File: src/rtl/uart_rx.sv
// 8N1 UART receiver on the system clock: 2-flop synchronizer, internal baud
// counter, one-cycle done_rx / frame_err strobes.
//
// state | meaning
// IDLE  | line idle, waiting for rx_s low
// START | counting to the start-bit centre to reject glitches
// DATA  | sampling 8 data bits LSB first at bit centres
// STOP  | sampling the stop bit at its centre
// BRK   | stop bit was low; wait for the line to return high
module uart_rx #(
   parameter int CLK_FRQ   = 100,
   parameter int BAUD_RATE = 10
) (
   input  logic       clk,
   input  logic       rst,
   input  logic       rx,
   output logic [7:0] rx_data,
   output logic       done_rx,
   output logic       frame_err,
   output logic       busy
);

   localparam int BAUD_COUNT = CLK_FRQ / BAUD_RATE;
   localparam int HALF       = BAUD_COUNT / 2;
   localparam int CW         = $clog2(BAUD_COUNT);

   localparam logic [CW-1:0] CNT_LAST = CW'(BAUD_COUNT - 1);
   localparam logic [CW-1:0] CNT_HALF = CW'(HALF - 1);
   localparam logic [CW-1:0] CNT_ONE  = CW'(1);

   typedef enum logic [2:0] {
      IDLE  = 3'd0,
      START = 3'd1,
      DATA  = 3'd2,
      STOP  = 3'd3,
      BRK   = 3'd4
   } state_t;

   state_t        state_q, state_d;
   logic [1:0]    sync_q, sync_d;
   logic [CW-1:0] cnt_q, cnt_d;
   logic [2:0]    bit_idx_q, bit_idx_d;
   logic [7:0]    shift_q, shift_d;
   logic [7:0]    rx_data_q, rx_data_d;
   logic          done_q, done_d;
   logic          ferr_q, ferr_d;
   logic          busy_q, busy_d;
   logic          rx_s;

   assign rx_s   = sync_q[1];
   assign sync_d = {sync_q[0], rx};

   always_comb begin
      state_d   = state_q;
      cnt_d     = cnt_q;
      bit_idx_d = bit_idx_q;
      shift_d   = shift_q;
      rx_data_d = rx_data_q;
      done_d    = 1'b0;
      ferr_d    = 1'b0;
      case (state_q)
         IDLE: begin
            cnt_d = '0;
            if (!rx_s) state_d = START;
         end
         START: begin
            if (cnt_q == CNT_HALF) begin
               cnt_d = '0;
               if (!rx_s) begin
                  bit_idx_d = 3'd0;
                  state_d   = DATA;
               end else begin
                  state_d = IDLE;
               end
            end else begin
               cnt_d = cnt_q + CNT_ONE;
            end
         end
         DATA: begin
            if (cnt_q == CNT_LAST) begin
               cnt_d              = '0;
               shift_d[bit_idx_q] = rx_s;
               // last-bit exit decoded before the index could wrap
               if (bit_idx_q == 3'd7) state_d = STOP;
               else bit_idx_d = bit_idx_q + 3'd1;
            end else begin
               cnt_d = cnt_q + CNT_ONE;
            end
         end
         STOP: begin
            if (cnt_q == CNT_LAST) begin
               cnt_d = '0;
               if (rx_s) begin
                  rx_data_d = shift_q;
                  done_d    = 1'b1;
                  state_d   = IDLE;
               end else begin
                  ferr_d  = 1'b1;
                  state_d = BRK;
               end
            end else begin
               cnt_d = cnt_q + CNT_ONE;
            end
         end
         BRK: begin
            cnt_d = '0;
            if (rx_s) state_d = IDLE;
         end
         default: state_d = IDLE;
      endcase
      busy_d = (state_d != IDLE);
   end

   always_ff @(posedge clk or negedge rst) begin
      if (!rst) begin
         state_q   <= IDLE;
         sync_q    <= 2'b11;
         cnt_q     <= '0;
         bit_idx_q <= 3'd0;
         shift_q   <= 8'h00;
         rx_data_q <= 8'h00;
         done_q    <= 1'b0;
         ferr_q    <= 1'b0;
         busy_q    <= 1'b0;
      end else begin
         state_q   <= state_d;
         sync_q    <= sync_d;
         cnt_q     <= cnt_d;
         bit_idx_q <= bit_idx_d;
         shift_q   <= shift_d;
         rx_data_q <= rx_data_d;
         done_q    <= done_d;
         ferr_q    <= ferr_d;
         busy_q    <= busy_d;
      end
   end

   assign rx_data   = rx_data_q;
   assign done_rx   = done_q;
   assign frame_err = ferr_q;
   assign busy      = busy_q;

endmodule
File: config.mk
export PLATFORM = sky130hd
export DESIGN_NAME = uart_rx
export DESIGN_NICKNAME = d
export VERILOG_FILES = /design/src/rtl/uart_rx.sv
export SDC_FILE = /design/constraint.sdc
export NUM_CORES = 1
export LEC_CHECK = 0
export CAP_MARGIN = 25
export CORE_MARGIN = 4
export CORE_UTILIZATION = 55
export CTS_BUF_LIST = sky130_fd_sc_hd__clkbuf_4 sky130_fd_sc_hd__clkbuf_8
export CTS_CLUSTER_DIAMETER = 30
export CTS_CLUSTER_SIZE = 25
export DETAILED_ROUTE_END_ITERATION = 6
export GPL_TIMING_DRIVEN = 0
export PLACE_DENSITY = 0.87
export SETUP_SLACK_MARGIN = 0.2
export SLEW_MARGIN = 30
export SYNTH_ARGS = -nofsm -noshare
export SYNTH_HDL_FRONTEND = slang
export SYNTH_SLANG_ARGS = --single-unit
File: constraint.sdc
create_clock -name clk -period 4.5 [get_ports clk]
set_input_delay 0.675 -clock clk [delete_from_list [all_inputs] [get_ports clk]]
set_output_delay 0.675 -clock clk [all_outputs]
set_load 0.02 [all_outputs]
After elaboration in Yosys (flattened, before gate mapping)
Cells that the tools add are included.

operators by class
  add/sub/neg operators = 2
  $lt $le $gt $ge = 2
  eq/ne operators = 11
  mux-type cells = 26
  reduce and logical (&&, ||, !) cells = 10

operators with widths
  cell                   count
  $mux W3                11
  $pmux W3 S5            1
  $pmux W4 S3            1
  $bwmux W8              1
  $mux W4                2
  $ne A2 B2 Y1 const B   4
  $mux W1                7
  $eq A3 B2 Y1 const B   2
  $eq A3 B3 Y1 const B   2
  $pmux W3 S2            1
  $reduce_bool A3 Y1     2
  $reduce_and A5 Y1      1
  $add A4 B1 Y4 const B  1
  $eq A4 B3 Y1 const B   1
  $eq A4 B4 Y1 const B   1
  $lt A3 B4 Y1 const B   1
  $reduce_or A2 Y1       2
  $add A3 B1 Y3 const B  1
  $demux W1 S3           1
  $eq A3 B1 Y1 const B   1
  $ge A3 B1 Y1 const B   1
  $logic_not A3 Y1       1
  $reduce_and A3 Y1      1
  $mux W2                1
  3 further kinds        3

word-level totals
  flip-flop bits (word level) = 31
  input port bits = 3

Logic depth before layout (Yosys ltp)
  depth in word-level cells = 5
  mapped depth = 6
  gate-level depth less buffers = 6

Least setup slack after synthesis
No wires, ideal clock.

  kind = register -> register
  start = register cnt_q[0]
  end = register bit_idx_q[0]
  library setup time = 0.125 ns
  data arrival time = 1.746 ns
  data required time = 4.375 ns
  slack = 2.629 ns
  cell stages (with the launch flop) = 7
  path buffers = 0
  clock period less this slack = 1.871 ns
  path through = dfrtp_1 > inv_1 > ha_1 > nand3b_4 > or4_4 > a22oi_4 > mux2_4

between the ends
  word-level cells in the longest chain between the ends = 3
  elaborated cells between the ends (all ways) = 5
  those cells by class = eq/ne (4); reduce/logical (1)

RTL lines
  element                                              line    source
  start, declared                                      41      logic [CW-1:0] cnt_q, cnt_d;
  start signal, assigned                               128     cnt_q <= cnt_d;
  $eq A4 B4 Y1 / $eq A4 B3 Y1 (equally long branches)  80, 67
  $ne A2 B2 Y1 (no line)                               n/a
  $reduce_and A5 Y1 (no line) *                        n/a
  end signal, assigned                                 129     bit_idx_q <= bit_idx_d;
  end, declared                                        42      logic [2:0] bit_idx_q, bit_idx_d;

Every way passes the cells marked *; elsewhere a longest branch is shown, timed or not.
A chain may end at the register's enable or synchronous reset.

Final worst setup path
Ends and elaborated chain as after synthesis.

==> results.ini <==
[synth]
ys_seq_area_share_pct = 52.1
ys_types = 39
ys_warn_count = 0
syn_avg_cell_area_um2 = 13.1
syn_area_mm2 = 0.00149
synth_top_area_share_pct = 48.6
synth_area_leader_cell = dfrtp_1
syn_nets = 122
syn_inst = 114
ys_top_cells_by_area = dfrtp_1, mux2_2, ha_1, dfstp_2, nor3_1
ys_ff_latch = 31
async_flop_share_pct = 100
synth_edf_count = 0
synth_top_flop_cell = dfrtp_1

[final_layout]
drive_above_1_share_pct = 30.6
finish.instance_area_mm2 = 0.00171
final_util_pct = 67.9
finalNetCount = 142
area_delta_synth_final_pct = 14.7
antennaDiodeCount = 0

[drt]
antenna_left = 0
wire_per_inst_um = 15.8
drc = 0
route.vias.total = 926
firstDrtPassIters = 4
viasPerCell = 5.65
drt_iter0_markers = 34
totalWireLength_um = 2590

[timing]
finalMaxSlewViolations = 0
fin_crit_ns = 2.01
hold_viol_final = 0
finClkSkew_ns = 0.00774
finalSetupTns_ns = 0
worst_pin_slew_ns = 0.654
setup_violations = 0
rsz0062_at_grt = false
slew-limit-headroom_pct = 56.4
timing.fmax_mhz = 499
finalCritPeriodShare_pct = 44.6

[die]
die_w_um = 60.1
die_h_um = 60.1
ios = 14
rows = 18
die_area_mm2 = 0.00361
core_region_area_mm2 = 0.00252
start_util_pct = 59.2

[pwr]
ir_worst_vdd_mv = 0.323
powerDensity_mw_per_mm2 = 427
p_leak_nw = 0.824

[clocking]
hold_buffers = 0
cts_resized = 0
cts_tree = yes
cts_root_buf = clkbuf_4
postCtsSetupBuffers = 0
clk_path_buf_depth = 2
clkSinkCount = 31
clock_latency_ns = 0.32
clk_pin_slew_worst_paths_ns = 0.09
cts_buffers = 5
h-tree-depth = 2

[worst_setup_path]
rrSetupSlack_ns = 2.49
path_max_fanout = 4
reg2reg_to = bit_idx_q[0]
criticalPathCategory = reg2reg
r2r_cells = 6
worstPathArrival_ns = 2.22
endpoint_kind = register
critPathRequiredTime_ns = 4.71
timing.rr.start = cnt_q[0]
startpoint_type = register

[global_route]
track_usage_pct = 17.5
grtUsageMet1_pct = 20.9
grt_most_used_layer = met2
grt.overflow.total = 0
grt_antenna_before_repair = 0
grt_pass1_wl_um = 4580
grt_pass1_vias = 993
grt_max_degree = 32
met2_usage_pct = 27.8
grtUsageMet3_pct = 6.05

[hold_path]
min-delay-start = sync_q[0]
hold-path-endpoint = sync_q[1]
min_path_cells = 0
hp-class = reg2reg

[status]
outcome = complete, no violations

[placed_design]
dp.final_hpwl_um = 1840
io_buffer_count = 13
placed_cell_area_mm2 = 0.00166
gp_congestion = 0.857

[job]
max_cap_viol_count = 0

[cells in the final DEF, fill, tap and decap left out, types with 2 or more instances in the layout]
master	Yosys	routed
and3_1	2	2
nor2_1	5	5
buf_4	2	2
xor2_1	2	2
nor2b_1	3	3
clkdlybuf4s50_1	0	12
mux2i_1	2	2
mux2_2	17	17
ha_1	5	5
dfrtp_1	29	29
and3b_2	2	2
dfstp_2	2	2
nor3_1	5	5
nand3_1	3	3
nand2_1	5	5
clkbuf_4	0	5
inv_1	6	6
[cell usage after synthesis, drive strengths merged (2+ instances only)]
master / n
ha: 5
and3b: 2
nand2: 5
mux2: 18
buf: 3
nor2b: 3
xor2: 2
dfstp: 2
inv: 6
nand3: 3
nand3b: 2
dfrtp: 29
nor3: 6
nor3b: 2
and3: 2
nor2: 5
mux2i: 2
[through the flow]
step | hold slack, ns | total power [mW] | instances | setup slack (ns)
2_1_floorplan | 0.345 | 0.521 | 114 | 2.63
3_3_place_gp | 0.346 | 0.561 | 157 | 2.29
3_5_place_dp | 0.347 | 0.576 | 157 | 2.51
4_1_cts | 0.360 | 0.736 | 164 | 2.49
5_1_grt | 0.366 | 0.779 | 164 | 2.40
6_report | 0.360 | 0.731 | 164 | 2.49
[cell type report]
class                      instances  area [µm²]
clock buffer                       6        51.3
inverter                           6        22.5
clock inverter                     1        5.00
tap                               30        37.5
fill                             189         811
sequential                        31         778
multi-input combinational         73         662
buffer                             4        30.0
timing repair buffer              13         125
[state kept, by name, summed over array words and instances, names as in the netlist]
register	count
rx_data	8
shift_q	8
cnt_q	4
bit_idx_q	3
state_q	3
sync_q	2
busy	1
done_rx	1
frame_err	1
[cells by family after synthesis]
kind of cell,count (synthesis),synth area share (%)
simple gates,36,17.9
flops,31,52.1
mux,20,15.2
compound gates,10,5.95
buf+inv,10,3.52
fa+ha+maj,5,4.19
xor+xnor,2,1.17
[worst max-delay path, cell delays in order, from the launching register on]
cell and delay [ns]:
dfrtp_1 0.42, inv_1 0.10, ha_1 0.22, nand3b_4 0.10
or4_4 0.51, a22oi_4 0.23, mux2_4 0.32
[layer usage]
metal / vias to the layer above / wire [µm]
met5: - / 0
met1: 459 / 1150
li1: 443 / -
met3: 5 / 117
met4: 0 / 40
met2: 19 / 1290
[report_power, final]
group / switching, mW / leakage, nW / internal, mW / total (mW)
logic: 0.121 / 0.380 / 0.108 / 0.229
clock network: 0.0869 / 0.0341 / 0.0723 / 0.159
registers: 0.0297 / 0.410 / 0.313 / 0.343
total: 0.238 / 0.824 / 0.493 / 0.731
[worst max path at each step]
| stage | startpoint | end | cells after the start | slack (ns) |
|---|---|---|---|---|
| after floorplan | cnt_q[0] | bit_idx_q[0] | 6 | 2.63 |
| after global placement | rst | rx_data[6] | 1 | 2.29 |
| after detailed placement | cnt_q[0] | bit_idx_q[0] | 6 | 2.51 |
| after CTS | cnt_q[0] | bit_idx_q[0] | 6 | 2.49 |
| after global routing | cnt_q[0] | bit_idx_q[0] | 6 | 2.40 |
| final | cnt_q[0] | bit_idx_q[0] | 6 | 2.49 |
Note: power is estimated with default switching activity, not from simulation.
==> edit (config.mk and constraints unchanged) <==
Set the parameter `CLK_FRQ` to 50 (it was 100).
--- a/src/rtl/uart_rx.sv
+++ b/src/rtl/uart_rx.sv
@@ -10,3 +10,3 @@
 module uart_rx #(
-   parameter int CLK_FRQ   = 100,
+   parameter int CLK_FRQ   = 50,
    parameter int BAUD_RATE = 10
Formal check against the unedited RTL: not equivalent (Yosys sat finds a counterexample within 10 cycles, from zero or initial values and one cycle with rst low).
==> edit against the original RTL <==
Routed wire length is 9.5% lower. Area after synthesis is 6.2% lower. Cell count is 2.4% higher. Total power is 4.9% higher. Setup slack better by 0.035 ns. Count of clock-buffer cells in the layout is 1 higher. Final area is 5.6% lower. Register-to-register slack better by 0.12 ns. First-iteration DRC count is 18% lower. Sequential cell count is 1 lower. Critical path depth is 5 lower. Critical path type is now register to output pin.
==> edit: results (changes against the original RTL) <==
cp_top_family: "buffers and inverters"
antenna_found_initial: 0  # unchanged
antenna_cells: 0  # unchanged
min_path_type: "primary input to async pin"
holdWs_ns: 0.356  # -0.00309 ns
regToRegEndpoint: "shift_q[2]$_DFFE_PN0P_"
place_ws_ns: 2.61  # +0.103 ns
synth-seq-area-share: 0.538  # +0.0166
worstSetupStartpoint: "rx_data[1]$_DFFE_PN0P_"
nNetsFinal: 146  # +2.8%
fillers: 201  # +6.3%
buffer_area_frac: 0.105  # +0.0139
grt_pass1_wl_um: 4220  # -8.0%
wl_met1_um: 982  # -14%
routed_wl_um: 2350  # -9.5%
synthTopCellsByCount: "dfrtp_1 (28), mux2_2 (16), nand2_1 (9), ha_1 (5), nor3b_1 (5)"
met2WireLength_um: 1160  # -9.9%
track_usage: 0.169  # -0.00580
multi_input_area_share: 0.366  # -0.0203
n_all_inverters: 3  # -3
synth_fp_nets: 126  # +3.3%
gr-usage-met1: 0.200  # -0.00965
dpl-instance-area_um2: 1560  # -5.6%
multi_input_gates: 77  # +5.5%
met3_length_um: 130  # +11%
seq_share: 0.466  # +0.0116
status: "finished clean"
clkSinkCount: 30  # -3.2%
highest_layer: "met4"
fin_skew_ns: 0.00654  # -0.00120 ns
dp.cells: 161  # +2.5%
critPathMaxFanout: 2  # -2
clkCellAreaFrac: 0.0325  # -0.000362
cp_data_arrival_time_ns: 1.30  # -0.92 ns
first_iter_violations: 28  # -18%
syn_inst: 118  # +3.5%
vias: 980  # +5.8%
gp_congestion: 0.857  # about the same
dp_hpwl_um: 1730  # -5.8%
worst_pin_slew_ns: 0.623  # -0.0318 ns
leakagePower_nw: 0.743  # -9.9%
rr_startpoint: "cnt_q[1]$_DFFE_PN0P_"
fin_util: 0.658  # -0.0206
grt_max_degree: 31  # -3.1%
grt_use_met3: 0.0658  # +0.00531
worst_slack_ns: 2.53  # +0.0346 ns
synth.area.top_cells: "dfrtp_1 (50%), mux2_2 (13%), ha_1 (4.5%)"
grt_pass1_vias: 958  # -3.5%
vias_per_cell: 5.83  # +3.3%
slowest_delay_ns: 0.61  # +0.10 ns
swShare: 0.342  # +0.0166
clockBufferCount: 7  # +1
grtUsageMet2: 0.263  # -0.0146
n_all_buffers: 21  # +4
worst_path_max_delay_cell: "clkdlybuf4s50_1"
vdd_ir_drop_max_uv: 297  # -8.0%
crit_path_end: "rx_data[1]"
cts_buffers: 5  # unchanged
drive_above_1_share: 0.261  # -0.0451
[edit: power groups by stage]
stage	Sequential (W)	Clock (W)	Combinational, W
floorplan	0.000347	0	0.000201
global placement	0.000341	0	0.000262
detailed placement	0.000345	0	0.000275
CTS	0.000340	0.000157	0.000276
global route	0.000346	0.000169	0.000313
finish	0.000339	0.000151	0.000276
[edit: worst reg2reg max path, delay by kind of cell, from the launching register on]
kind | cells | cell delay, ns
and+or+nand+nor | 3 | 0.69
muxes | 1 | 0.37
adders and majority gates | 1 | 0.24
DFF | 1 | 0.39
buffers and inverters | 1 | 0.09
[edit: kinds of logic (layout without fill, tap and decap cells)]
kind of cell / after synthesis / in the layout / synth area share
AO/OA/AOI/OAI: 20 / 20 / 0.0921
adder cells (fa/ha/maj): 5 / 5 / 0.0447
buffers and inverters: 11 / 31 / 0.0393
flip-flops: 30 / 30 / 0.538
multiplexers: 16 / 16 / 0.129
AND/OR/NAND/NOR: 36 / 36 / 0.157
